--- config.mk ---
export PLATFORM = sky130hd
export DESIGN_NAME = dcache_responder
export DESIGN_NICKNAME = d
export VERILOG_FILES = /design/src/rtl/dcache_responder.sv
export SDC_FILE = /design/constraint.sdc
export NUM_CORES = 2
export LEC_CHECK = 0
export BUFFER_PORTS_ARGS = -buffer_cell sky130_fd_sc_hd__buf_4
export CAP_MARGIN = 20
export CORE_ASPECT_RATIO = 1.25
export CORE_MARGIN = 2
export CORE_UTILIZATION = 65
export CTS_CLUSTER_DIAMETER = 200
export DETAILED_ROUTE_END_ITERATION = 6
export PLACE_DENSITY = 0.83
export RECOVER_POWER = 100
export REMOVE_ABC_BUFFERS = 1
export SLEW_MARGIN = 20
export SYNTH_ARGS = -nofsm -noshare
export SYNTH_HDL_FRONTEND = slang
export SYNTH_SLANG_ARGS = --single-unit
--- constraint.sdc ---
create_clock -name CLK -period 9.21 [get_ports CLK]
set_input_delay 0.4605 -clock CLK [delete_from_list [all_inputs] [get_ports CLK]]
set_output_delay 0.4605 -clock CLK [all_outputs]
set_load 0.02 [all_outputs]
--- src/rtl/dcache_responder.sv ---
// Direct-mapped, write-back, write-allocate data cache with one-word frames.
// Services datapath loads/stores over a dwait handshake and writes back dirty frames on halt.
module dcache_responder #(
    parameter int SETS  = 16,
    parameter int IDX_W = 4
) (
    input  logic        CLK,
    input  logic        RST,
    input  logic        halt,
    input  logic        dmemREN,
    input  logic        dmemWEN,
    input  logic [31:0] dmemaddr,
    input  logic [31:0] dmemstore,
    output logic        dhit,
    output logic [31:0] dmemload,
    output logic        flushed,
    output logic        mem_dREN,
    output logic        mem_dWEN,
    output logic [31:0] mem_daddr,
    output logic [31:0] mem_dstore,
    input  logic        mem_dwait,
    input  logic [31:0] mem_dload
);
    localparam int TAG_W = 32 - IDX_W - 2;
    localparam logic [IDX_W-1:0] LAST_IDX = IDX_W'(SETS - 1);

    typedef enum logic [2:0] {IDLE, WB, ALLOC, FLUSH, FLUSH_WB, HALTED} state_t;

    state_t           state_q, state_d;
    logic [IDX_W-1:0] cnt_q, cnt_d;
    logic [SETS-1:0]  valid_q, valid_d;
    logic [SETS-1:0]  dirty_q, dirty_d;
    logic [TAG_W-1:0] tag_q  [SETS];
    logic [TAG_W-1:0] tag_d  [SETS];
    logic [31:0]      data_q [SETS];
    logic [31:0]      data_d [SETS];

    logic [IDX_W-1:0] req_idx;
    logic [TAG_W-1:0] req_tag;
    logic             req_any;
    logic             req_hit;

    assign req_idx = dmemaddr[IDX_W+1:2];
    assign req_tag = dmemaddr[31:IDX_W+2];
    assign req_any = dmemREN | dmemWEN;
    assign req_hit = valid_q[req_idx] && (tag_q[req_idx] == req_tag);

    // The datapath holds its request through WB/ALLOC, so the request index addresses the victim.
    always_comb begin
        state_d    = state_q;
        cnt_d      = cnt_q;
        valid_d    = valid_q;
        dirty_d    = dirty_q;
        tag_d      = tag_q;
        data_d     = data_q;
        dhit       = 1'b0;
        dmemload   = '0;
        flushed    = 1'b0;
        mem_dREN   = 1'b0;
        mem_dWEN   = 1'b0;
        mem_daddr  = '0;
        mem_dstore = '0;

        case (state_q)
            IDLE: begin
                if (halt) begin
                    state_d = FLUSH;
                end else if (req_any) begin
                    if (req_hit) begin
                        dhit = 1'b1;
                        if (dmemWEN) begin
                            data_d[req_idx]  = dmemstore;
                            dirty_d[req_idx] = 1'b1;
                        end else begin
                            dmemload = data_q[req_idx];
                        end
                    end else if (valid_q[req_idx] && dirty_q[req_idx]) begin
                        state_d = WB;
                    end else begin
                        state_d = ALLOC;
                    end
                end
            end
            WB: begin
                mem_dWEN   = 1'b1;
                mem_daddr  = {tag_q[req_idx], req_idx, 2'b00};
                mem_dstore = data_q[req_idx];
                if (!mem_dwait) begin
                    dirty_d[req_idx] = 1'b0;
                    state_d          = ALLOC;
                end
            end
            ALLOC: begin
                mem_dREN  = 1'b1;
                mem_daddr = {dmemaddr[31:2], 2'b00};
                if (!mem_dwait) begin
                    data_d[req_idx]  = mem_dload;
                    tag_d[req_idx]   = req_tag;
                    valid_d[req_idx] = 1'b1;
                    dirty_d[req_idx] = 1'b0;
                    state_d          = IDLE;
                end
            end
            // Terminal check comes before the increment so the counter never wraps.
            FLUSH: begin
                if (valid_q[cnt_q] && dirty_q[cnt_q]) begin
                    state_d = FLUSH_WB;
                end else if (cnt_q == LAST_IDX) begin
                    state_d = HALTED;
                end else begin
                    cnt_d = cnt_q + 1'b1;
                end
            end
            FLUSH_WB: begin
                mem_dWEN   = 1'b1;
                mem_daddr  = {tag_q[cnt_q], cnt_q, 2'b00};
                mem_dstore = data_q[cnt_q];
                if (!mem_dwait) begin
                    dirty_d[cnt_q] = 1'b0;
                    if (cnt_q == LAST_IDX) begin
                        state_d = HALTED;
                    end else begin
                        cnt_d   = cnt_q + 1'b1;
                        state_d = FLUSH;
                    end
                end
            end
            HALTED: begin
                flushed = 1'b1;
            end
            default: begin
                state_d = IDLE;
            end
        endcase
    end

    always_ff @(posedge CLK) begin
        if (RST) begin
            state_q <= IDLE;
            cnt_q   <= '0;
            valid_q <= '0;
            dirty_q <= '0;
            for (int i = 0; i < SETS; i++) begin
                tag_q[i] <= '0;
            end
        end else begin
            state_q <= state_d;
            cnt_q   <= cnt_d;
            valid_q <= valid_d;
            dirty_q <= dirty_d;
            tag_q   <= tag_d;
        end
    end

    // Data words carry no reset; a frame's contents only matter once its valid bit is set.
    always_ff @(posedge CLK) begin
        data_q <= data_d;
    end

endmodule

==> metrics.txt <==
Synth Instances=4554; Chip Width=around 250 um; Post-CTS Hold Buffers=0; post-synthesis register bit count=967; initial antenna violation count=8; CTS tree=done; multiplexer share of the synthesized area=0.263; Max Slew Vio Count=170; first-pass GRT wire length=261 mm; cell area after synthesis=50700 um2; largest cells by area after synthesis=edfxtp_1 30%, mux4_2 24%, dfxtp_1 18%, nand2_1 7.3%, nor2_1 4.6%; Worst-path clk slew=0.06 ns; Internal=7.75 mW; CTS sink count=967; switching part of the total power=0.304; kind of end point of the critical path=register; register area share after synthesis=0.483; largest net degree at the start of global routing=between 200 and 250; clk_lat worst skew=0.70 ns; drt drc=10; crit share post-route=0.817; IO Count=202; Req. time, crit path=9.53 ns; Synth area leader=edfxtp_1; largest family of logic cells by synthesized area=multiplexers; Pleak=18.0 nW; max_cap viols=9; fin nets=4621; Post-Synth XOR/XNOR Area=0.00363; Fin Setup TNS=0 ns; CP max FO=71; Worst R2R Setup Slack=1.90 ns; CTS buffer count=94; first-pass detailed-route iteration total=7; FP Rows=about 110; FFs w/ async S/R, synth=0; largest stage delay on the critical path=approximately 1.9 ns; routed wire length per instance=31.6 um; Detail Placement HPWL=99.0 mm; share of the synthesized area in the top cell type=0.303; Min Hold Slack=about 0.11 ns; Layout Skew=0.0338 ns; final core area utilization=0.722; Core Region=just under 80000 um2; Post-CTS Resized=0; Hold WC Path Type=primary input to register; vias in the first global route=42.2k; Synth Flop Type=edfxtp_1; starting DRC count in detailed routing=8004; status=finished with violations; Crit Path Category=primary input to register; distinct cell type count after synthesis=66; total power=11.1 mW; most frequent cells in the layout=966 x nand2_1, 598 x nor2_1, 532 x mux4_2; fmax=0.133 GHz; relative slew slack=-0.842; pwr/cell area=199 nW/um2; worst setup margin=between 1.5 and 2 ns; Synth Area in Compound Gates=0.0774; RSZ-0062 raised after global routing=false; Adder-Cell Fraction of Synth Area=0.00118; Area Overhead vs Synth=10.2%; H-tree levels=3; Syn Area/Cell=11.1 um2; Post-synth EDFFs=between 500 and 600; clock root buffer=clkbuf_16; ratio of cells with drive above 1 in the final layout=0.208; total gr overflow=0; clock network fraction of design power=0.369; Comb pwr share=0.213; Final ANT Viol Nets=0; Total Wirelength=178 mm; CP arrival=7.84 ns; routability cong.=0.961; Simple-Gate Fraction of Synth Area=0.133; Initial Utilization=0.656; Setup Viol. Count Final=0; crit path launch type=primary input; Sw Pwr=3.38 mW; worst slew pin tran=2.76 ns; commonest non-fill, non-tap cell in the layout=nand2_1; failing checks=design-rule violations, max-capacitance violations, max-slew violations; gr usage total=0.446; Most Frequent Cell on Critical Path=mux2i_1; DR vias/cell=7.47; IO Port Bufs=roughly 200; Final Hold Fails=0; CP Cell Sequence=clkbuf_1, buf_12, mux4_2, mux2i_1, mux2i_1, xnor2_1, o211ai_1, nor4_1, and4_4, a21oi_4, buf_16, nor2_1, buf_4; Worst path slowest cell=clkbuf_1; Yosys Warn Count=0; crit path capture=data_q[263]; crit path time final=7.52 ns; cells on worst reg2reg path=7; worst vdd ir=0.215 mV; Worst R2R Start=state_q[2]; die area=80300 um2; Max clock buf depth=3; Post-CTS Setup Bufs=0; Die Y=roughly 320 um; Post-Place Setup Slack=3.04 ns; CP Launch Point=dmemaddr[5]; RR Endpoint=tag_q[293]; via count=42.1k; part of the power in registers=0.418
==> state kept, by name, summed over array words and instances, names as in the netlist <==
signal and count:
data_q 512, tag_q 416, dirty_q 16, valid_q 16, cnt_q 4, state_q 3
==> per-layer routing <==
layer	routed length, um	global-route usage	vias up
li1	-	-	16495
met1	52300	0.529	19920
met2	80000	0.670	4379
met3	28800	0.155	1275
met4	17100	0.347	12
met5	77	0	-
==> metrics by stage <==
| step | instance area [um2] | std cells |
|---|---|---|
| after detailed placement | 53000 | 5456 |
| after global placement | 52900 | 5454 |
| after floorplan | 48900 | 4105 |
| after global routing | 55800 | 5635 |
| after CTS | 56200 | 5627 |
| final | 55800 | 5636 |
==> kinds of logic after synthesis <==
family | Yosys count
xor gates and xnor gates | 21
DFF | 967
buffers and inverters | 479
AOI/OAI and AO/OA | 686
and+or+nand+nor | 1730
other | 1
muxes | 665
adders and majority gates | 5
==> power by group through the flow <==
stage	sequential, mW	clock, mW	combinational, mW
finish	4.66	4.11	2.37
global route	4.66	4.24	2.43
CTS	4.66	4.07	2.38
detailed placement	4.75	0	2.35
global placement	4.74	0	2.31
floorplan	4.88	0	1.46
==> cells in the mapped netlist, drive strengths merged (3+ instances only) <==
cell and number:
nand2 984, nor2 626, mux4 532, edfxtp 512, dfxtp 455, a21oi 439
clkbuf 340, mux2i 111, buf 110, o21ai 78, a22oi 42, nand3 38
nor2b 35, inv 28, a22o 22, mux2 22, a211oi 21, a31oi 16
xnor2 14, nor3 13, o22ai 11, o211ai 8, a32oi 7, a41oi 7
xor2 7, nand2b 6, a221oi 5, and3 5, a2111oi 4, and2 4
ha 4, nand4 4, nor3b 4, or3 4, a32o 3, o221ai 3
==> worst min-delay path by stage <==
stage,startpoint,end,depth (start not counted)
3_3_place_gp,tag_q[17],tag_q[17],2
5_1_grt,dmemaddr[7],tag_q[287],3
4_1_cts,dmemaddr[14],tag_q[372],3
2_1_floorplan,tag_q[319],tag_q[319],2
6_report,dmemaddr[14],tag_q[372],3
3_5_place_dp,tag_q[64],tag_q[64],2
==> critical path, delay by kind of cell <==
| kind | cells | cell delay (ns) |
|---|---|---|
| muxes | 3 | 0.70 |
| and+or+nand+nor | 3 | 1.81 |
| buffers and inverters | 4 | 3.18 |
| xor gates and xnor gates | 1 | 0.75 |
| AOI/OAI and AO/OA | 2 | 0.68 |
==> area by class of cell <==
class                      instances  area [um2]
inverter                          29         111
fill                            5023       21500
multi-input combinational       3109       24600
antenna                            2        5.00
clock inverter                    50         624
clock buffer                     121        2600
sequential                       967       24500
timing repair buffer             314        2130
tap                             1044        1310
Note: power is estimated with default switching activity, not from simulation.
